**config.mk**
```make
export PLATFORM = sky130hd
export DESIGN_NAME = alu_seq_ctrl_flat
export DESIGN_NICKNAME = d
export VERILOG_FILES = /design/src/rtl/alu_seq_ctrl_if.sv /design/src/rtl/alu_seq_ctrl.sv /design/src/flat_wrapper.sv
export SDC_FILE = /design/constraint.sdc
export NUM_CORES = 1
export LEC_CHECK = 0
export CAP_MARGIN = 25
export CORE_MARGIN = 2
export CORE_UTILIZATION = 34
export CTS_BUF_LIST = sky130_fd_sc_hd__clkbuf_8
export CTS_CLUSTER_DIAMETER = 50
export CTS_CLUSTER_SIZE = 24
export DETAILED_ROUTE_END_ITERATION = 7
export PLACE_DENSITY_LB_ADDON = 0.15
export SLEW_MARGIN = 20
export SYNTH_ARGS = -nofsm -noshare
export SYNTH_HDL_FRONTEND = slang
export SYNTH_SLANG_ARGS = --single-unit
```
**constraint.sdc**
```tcl
create_clock -name clk -period 1.7 [get_ports clk]
set_input_delay 0.34 -clock clk [delete_from_list [all_inputs] [get_ports clk]]
set_output_delay 0.34 -clock clk [all_outputs]
set_load 0.01 [all_outputs]
```
**src/rtl/alu_seq_ctrl_if.sv**
```systemverilog
// Operand, result and arithmetic-unit bus for the multi-word ALU sequencer.
// master = sequencer side, slave = source/sink/arithmetic-unit side.
interface alu_seq_ctrl_if;
  logic        op_valid;
  logic        op_ready;
  logic [15:0] op_a;
  logic [15:0] op_b;

  logic [15:0] alu_a;
  logic [15:0] alu_b;
  logic [3:0]  alu_sel;
  logic        alu_cin;
  logic [15:0] alu_out;
  logic        alu_cout;
  logic        alu_cmp;

  logic        res_valid;
  logic        res_ready;
  logic [15:0] res_data;
  logic        res_last;

  modport master (
    input  op_valid,
    input  op_a,
    input  op_b,
    output op_ready,
    output alu_a,
    output alu_b,
    output alu_sel,
    output alu_cin,
    input  alu_out,
    input  alu_cout,
    input  alu_cmp,
    output res_valid,
    output res_data,
    output res_last,
    input  res_ready
  );

  modport slave (
    output op_valid,
    output op_a,
    output op_b,
    input  op_ready,
    input  alu_a,
    input  alu_b,
    input  alu_sel,
    input  alu_cin,
    output alu_out,
    output alu_cout,
    output alu_cmp,
    input  res_valid,
    input  res_data,
    input  res_last,
    output res_ready
  );
endinterface

```
**src/rtl/alu_seq_ctrl.sv**
```systemverilog
// Multi-word sequencer chaining carry across 16-bit ALU words.
// Optional operand-idle abort enabled by defining ALU_SEQ_TIMEOUT_EN.
module alu_seq_ctrl #(
  parameter int WCNT_W      = 4,
  parameter int TIMEOUT_CYC = 255
) (
  input  logic              clk,
  input  logic              rst_n,
  input  logic              i_start,
  input  logic [3:0]        i_op_sel,
  input  logic [WCNT_W-1:0] i_word_cnt,
  input  logic              i_carry_init,
  output logic              o_busy,
  output logic              o_done,
  output logic              o_final_carry,
  output logic              o_all_equal,
  output logic              o_timeout_err,
  alu_seq_ctrl_if.master    bus
);

  typedef enum logic [1:0] {
    S_IDLE,
    S_RUN,
    S_DRAIN,
    S_DONE
  } state_t;

  state_t            r_state;
  logic              r_busy;
  logic              r_done;
  logic [3:0]        r_sel;
  logic              r_cin;
  logic              r_res_valid;
  logic [15:0]       r_res_data;
  logic              r_res_last;
  logic              r_final_carry;
  logic              r_all_eq;
  logic [WCNT_W-1:0] r_cnt;
  logic [WCNT_W-1:0] r_wlen;

  logic w_op_ready;
  logic w_accept;
  logic w_pop;
  logic w_last;

`ifdef ALU_SEQ_TIMEOUT_EN
  localparam int TW = $clog2(TIMEOUT_CYC + 1);
  logic [TW-1:0] r_tmo_cnt;
  logic          r_tmo_err;
`endif

  // One-deep output buffer: accept whenever it is empty or draining now.
  assign w_op_ready = (r_state == S_RUN) &
                      (!r_res_valid | bus.res_ready);
  assign w_accept   = bus.op_valid & w_op_ready;
  assign w_pop      = r_res_valid & bus.res_ready;
  assign w_last     = (r_cnt == r_wlen - WCNT_W'(1));

  assign bus.alu_a     = bus.op_a;
  assign bus.alu_b     = bus.op_b;
  assign bus.alu_sel   = r_sel;
  assign bus.alu_cin   = r_cin;
  assign bus.op_ready  = w_op_ready;
  assign bus.res_valid = r_res_valid;
  assign bus.res_data  = r_res_data;
  assign bus.res_last  = r_res_last;

  assign o_busy        = r_busy;
  assign o_done        = r_done;
  assign o_final_carry = r_final_carry;
  assign o_all_equal   = r_all_eq;

`ifdef ALU_SEQ_TIMEOUT_EN
  assign o_timeout_err = r_tmo_err;
`else
  assign o_timeout_err = 1'b0;
`endif

  always_ff @(posedge clk) begin
    if (!rst_n) begin
      r_state       <= S_IDLE;
      r_busy        <= 1'b0;
      r_done        <= 1'b0;
      r_sel         <= '0;
      r_cin         <= 1'b0;
      r_res_valid   <= 1'b0;
      r_res_data    <= '0;
      r_res_last    <= 1'b0;
      r_final_carry <= 1'b0;
      r_all_eq      <= 1'b0;
      r_cnt         <= '0;
      r_wlen        <= '0;
`ifdef ALU_SEQ_TIMEOUT_EN
      r_tmo_cnt     <= '0;
      r_tmo_err     <= 1'b0;
`endif
    end else begin
      r_done <= 1'b0;
      unique case (r_state)
        S_IDLE: begin
          if (i_start) begin
            r_sel         <= i_op_sel;
            r_cin         <= i_carry_init;
            r_wlen        <= (i_word_cnt == '0) ?
                             WCNT_W'(1) : i_word_cnt;
            r_cnt         <= '0;
            r_all_eq      <= 1'b1;
            r_final_carry <= 1'b0;
            r_res_last    <= 1'b0;
            r_busy        <= 1'b1;
            r_state       <= S_RUN;
`ifdef ALU_SEQ_TIMEOUT_EN
            r_tmo_cnt     <= '0;
            r_tmo_err     <= 1'b0;
`endif
          end
        end
        S_RUN: begin
          if (w_pop) begin
            r_res_valid <= 1'b0;
          end
          if (w_accept) begin
            r_res_valid   <= 1'b1;
            r_res_data    <= bus.alu_out;
            r_res_last    <= w_last;
            r_cin         <= bus.alu_cout;
            r_final_carry <= bus.alu_cout;
            r_all_eq      <= r_all_eq & bus.alu_cmp;
            r_cnt         <= r_cnt + WCNT_W'(1);
            if (w_last) begin
              r_state <= S_DRAIN;
            end
          end
`ifdef ALU_SEQ_TIMEOUT_EN
          // Only a silent source counts; a stalled sink does not.
          if (w_accept) begin
            r_tmo_cnt <= '0;
          end else if (!bus.op_valid) begin
            if (r_tmo_cnt == TW'(TIMEOUT_CYC - 1)) begin
              r_tmo_err   <= 1'b1;
              r_res_valid <= 1'b0;
              r_busy      <= 1'b0;
              r_done      <= 1'b1;
              r_state     <= S_DONE;
            end else begin
              r_tmo_cnt <= r_tmo_cnt + TW'(1);
            end
          end
`endif
        end
        S_DRAIN: begin
          if (w_pop) begin
            r_res_valid <= 1'b0;
            r_res_last  <= 1'b0;
            r_busy      <= 1'b0;
            r_done      <= 1'b1;
            r_state     <= S_DONE;
          end
        end
        S_DONE: begin
          r_state <= S_IDLE;
        end
        default: begin
          r_state <= S_IDLE;
        end
      endcase
    end
  end

endmodule

```
**src/flat_wrapper.sv**
```systemverilog
// flat-port wrapper written by rule: the top's interface ports become plain ports
module alu_seq_ctrl_flat 
#(
  parameter int WCNT_W      = 4,
  parameter int TIMEOUT_CYC = 255
)
  (clk, rst_n, i_start, i_op_sel, i_word_cnt, i_carry_init, o_busy, o_done, o_final_carry, o_all_equal, o_timeout_err, bus_op_valid, bus_op_a, bus_op_b, bus_op_ready, bus_alu_a, bus_alu_b, bus_alu_sel, bus_alu_cin, bus_alu_out, bus_alu_cout, bus_alu_cmp, bus_res_valid, bus_res_data, bus_res_last, bus_res_ready);
  alu_seq_ctrl_if bus_i ();
  input  logic clk;
  input  logic rst_n;
  input  logic i_start;
  input  logic [3:0] i_op_sel;
  input  logic [WCNT_W-1:0] i_word_cnt;
  input  logic i_carry_init;
  output logic o_busy;
  output logic o_done;
  output logic o_final_carry;
  output logic o_all_equal;
  output logic o_timeout_err;
  input wire logic [$bits(bus_i.op_valid)-1:0] bus_op_valid;
  input wire logic [$bits(bus_i.op_a)-1:0] bus_op_a;
  input wire logic [$bits(bus_i.op_b)-1:0] bus_op_b;
  output wire logic [$bits(bus_i.op_ready)-1:0] bus_op_ready;
  output wire logic [$bits(bus_i.alu_a)-1:0] bus_alu_a;
  output wire logic [$bits(bus_i.alu_b)-1:0] bus_alu_b;
  output wire logic [$bits(bus_i.alu_sel)-1:0] bus_alu_sel;
  output wire logic [$bits(bus_i.alu_cin)-1:0] bus_alu_cin;
  input wire logic [$bits(bus_i.alu_out)-1:0] bus_alu_out;
  input wire logic [$bits(bus_i.alu_cout)-1:0] bus_alu_cout;
  input wire logic [$bits(bus_i.alu_cmp)-1:0] bus_alu_cmp;
  output wire logic [$bits(bus_i.res_valid)-1:0] bus_res_valid;
  output wire logic [$bits(bus_i.res_data)-1:0] bus_res_data;
  output wire logic [$bits(bus_i.res_last)-1:0] bus_res_last;
  input wire logic [$bits(bus_i.res_ready)-1:0] bus_res_ready;
  assign bus_i.op_valid = bus_op_valid;
  assign bus_i.op_a = bus_op_a;
  assign bus_i.op_b = bus_op_b;
  assign bus_op_ready = bus_i.op_ready;
  assign bus_alu_a = bus_i.alu_a;
  assign bus_alu_b = bus_i.alu_b;
  assign bus_alu_sel = bus_i.alu_sel;
  assign bus_alu_cin = bus_i.alu_cin;
  assign bus_i.alu_out = bus_alu_out;
  assign bus_i.alu_cout = bus_alu_cout;
  assign bus_i.alu_cmp = bus_alu_cmp;
  assign bus_res_valid = bus_i.res_valid;
  assign bus_res_data = bus_i.res_data;
  assign bus_res_last = bus_i.res_last;
  assign bus_i.res_ready = bus_res_ready;
  alu_seq_ctrl #(.WCNT_W(WCNT_W), .TIMEOUT_CYC(TIMEOUT_CYC)) u_core (.clk(clk), .rst_n(rst_n), .i_start(i_start), .i_op_sel(i_op_sel), .i_word_cnt(i_word_cnt), .i_carry_init(i_carry_init), .o_busy(o_busy), .o_done(o_done), .o_final_carry(o_final_carry), .o_all_equal(o_all_equal), .o_timeout_err(o_timeout_err), .bus(bus_i));
endmodule
```
==> reports/results.ini <==
[run_status]
status = completed

[detailed_routing]
ant_nets = 0
vias_per_cell = 4.52
drt-total-wl_um = 4210
drc = 0
wl_per_cell_um = 12.2
vias = 1556
drtPass1Iterations = 4
drtIter0Drc = 51

[power]
p_leak_nw = 0.967
power_density_nw_per_um2 = 1190
p_total_w = 0.00311
power.ir.vdd_worst_uv = 414

[synthesis]
synth_largest_area_cell = dfxtp_1
yosys.cell_types.count = 34
ys_ff_latch = 37
ys_warn_count = 0
synth_enable_flop_cells = 0
synth.most_common_cell = nand2_1
synth_top_area_share_pct = 38.1
synth_nets = 301
avgSynthCellArea_um2 = 8.42
synth-main-ff-cell = dfxtp_1
synthArstFlopShare_pct = 0
netlist_instances = 231
syn_area_um2 = 1950
synth_area_leaders = dfxtp_1, buf_4, a21boi_0
synth.top_cells.by_count = nand2_1, dfxtp_1, buf_4, a21boi_0
synth_seq_area_share_pct = 38.1

[placement]
portBuffers = 59
dpl.hpwl_um = 3020
post-place-ws_ns = -0.242
gp_congestion = 0.747
placed_cell_area_um2 = 2490

[floorplanning]
coreArea_um2 = 5510
dieWidth_um = 79.6
num_io_pins = 125
dieArea_um2 = 6340
rows = 27
fp.dieH_um = 79.6
initial_core_util_pct = 35.3

[global_route]
grt_pass1_vias = 1441
overflow = 0
track_usage_pct = 13.5
antenna_found_initial = 0
grt_pass1_wl_um = 6610
grt_max_degree = 40

[timing]
max_freq_ghz = 0.605
finalCritPeriodShare_pct = 97.3
rsz0062_at_grt = yes
layout_min_cycle_time_ns = 1.65
finClkSkew_ns = 0.00286
hold_viol = 0
finalMaxSlewViolations = 0
fin_ws_ns = 0.0464
finalSetupViolCount = 0

[cts]
clock_latency_ns = 0.28
htreeDepth = 2
cts.sinks = 37
cts_tree = done
path_clk_slew_ns = 0.07
cts_made_buffers = 5
cts_root_buffer = clkbuf_8
clockBufferDepth = 2

[min_path]
hold_depth = 2
min_path_type = flop to flop

[flow_run]
drv_cap = 0

[cells_and_area]
area_delta_synth_final_pct = 34.5
final_area_um2 = 2620
multiInputGateArea_um2 = 928
n_fill_cell = 580
drive_gt1_share_pct = 15.8
final_core_util_pct = 47.5
antenna_cells = 0
final_nets = 342
regArea_um2 = 748

[setup_path]
worstSetupPathType = input pin to output pin
crit_required_ns = 1.36
rr_worst_depth = 7
startpoint_type = input pin
crit_fanout = 2
timing.critical_path.cells = clkdlybuf4s50_1 -> nand2b_4 -> and2_1 -> dlygate4sd2_1
slowest_delay_ns = 0.42
arrival_ns = 1.31
cpMaxStageDelayCell = clkdlybuf4s50_1
end_kind = output pin

==> cell type report <==
class                   instances  share of cell area (%)
clock inverters                 2                   0.478
clock buffers                   5                    2.63
well taps                      72                    3.44
flip-flops and latches         37                    28.6
inverters                       6                   0.861
multi-input cells             146                    35.5
repair buffers                 76                    28.5
==> cell usage in the layout, fill, tap and decap left out, types with 2 or more instances in the layout <==
master / Yosys / final
clkdlybuf4s50_1: 0 / 58
nand2_1: 57 / 57
dfxtp_1: 37 / 33
a21boi_0: 29 / 29
buf_4: 35 / 14
inv_1: 6 / 5
o21ai_0: 5 / 5
clkbuf_8: 0 / 5
and2_1: 4 / 4
nor2_1: 5 / 4
nor2b_1: 5 / 4
nand4_1: 4 / 4
ha_1: 6 / 4
nor3_1: 3 / 3
xnor2_1: 4 / 3
nand3_1: 3 / 3
mux2i_1: 3 / 3
dfxtp_2: 0 / 3
inv_2: 0 / 2
xor2_1: 2 / 2
ha_4: 0 / 2
buf_12: 0 / 2
==> per-stage QoR <==
step / hold WS (ns) / TNS (ns) / cells
floorplan: 0.455 / 0 / 231
global placement: 0.448 / -2.90 / 337
detailed placement: 0.457 / -3.44 / 337
CTS: 0.468 / 0 / 344
global route: 0.487 / -0.0192 / 344
finish: 0.461 / 0 / 344
==> worst max-delay path: cells and delay by family <==
kind	cells	cell delay [ns]
buf+inv	2	0.69
simple gates	2	0.28
==> worst paths after layout <==
path	start	end	slack, ns
worst max register to register	u_core.r_wlen[0]$_SDFFE_PN0P_	u_core.r_state[0]$_SDFFE_PN0P_	0.08
worst max-delay path	bus_res_ready	bus_op_ready	0.05
worst min register to register	u_core.bus.res_last$_SDFFE_PN0P_	u_core.bus.res_last$_SDFFE_PN0P_	0.46
worst min-delay path	u_core.bus.res_last$_SDFFE_PN0P_	u_core.bus.res_last$_SDFFE_PN0P_	0.46
==> state kept, by name, indices dropped and copies added, names as in the netlist <==
register,count
u_core.bus.res_valid,1
u_core.bus.res_data,16
u_core.bus.alu_sel,4
u_core.o_all_equal,1
u_core.r_state,2
u_core.bus.alu_cin,1
u_core.r_wlen,4
u_core.o_done,1
u_core.o_final_carry,1
u_core.r_cnt,4
u_core.o_busy,1
u_core.bus.res_last,1
==> repair_timing <==
action                     CTS  global route
pin swaps                    4             6
setup endpoints to repair    3             9
resized for setup            6             9
hold buffers                 0             0
setup buffers                0             0
==> cells by family after synthesis <==
| family | after synthesis | synth area share, % |
|---|---|---|
| buffers and inverters | 48 | 16.1 |
| and+or+nand+nor | 88 | 21.2 |
| adders and majority gates | 6 | 3.86 |
| other | 1 | 0.193 |
| xor gates and xnor gates | 6 | 2.70 |
| muxes | 4 | 2.12 |
| AOI/OAI and AO/OA | 41 | 15.8 |
| DFF | 37 | 38.1 |
==> power breakdown <==
group          internal (W)  leakage [nW]  total (W)  switching (W)
Combinational      0.000749         0.618    0.00141       0.000664
Sequential          0.00102         0.303    0.00111      0.0000943
Clock              0.000278        0.0454   0.000586       0.000308
Total               0.00204         0.967    0.00311        0.00107
==> per-layer routing <==
layer	track usage [%]	wire (um)	vias to the layer above
met1	16.6	1900	702
met3	4.30	270	8
met5	0	0	-
li1	-	-	796
met4	6.21	75	0
met2	21.3	1970	50
Note: power is estimated with default switching activity, not from simulation.
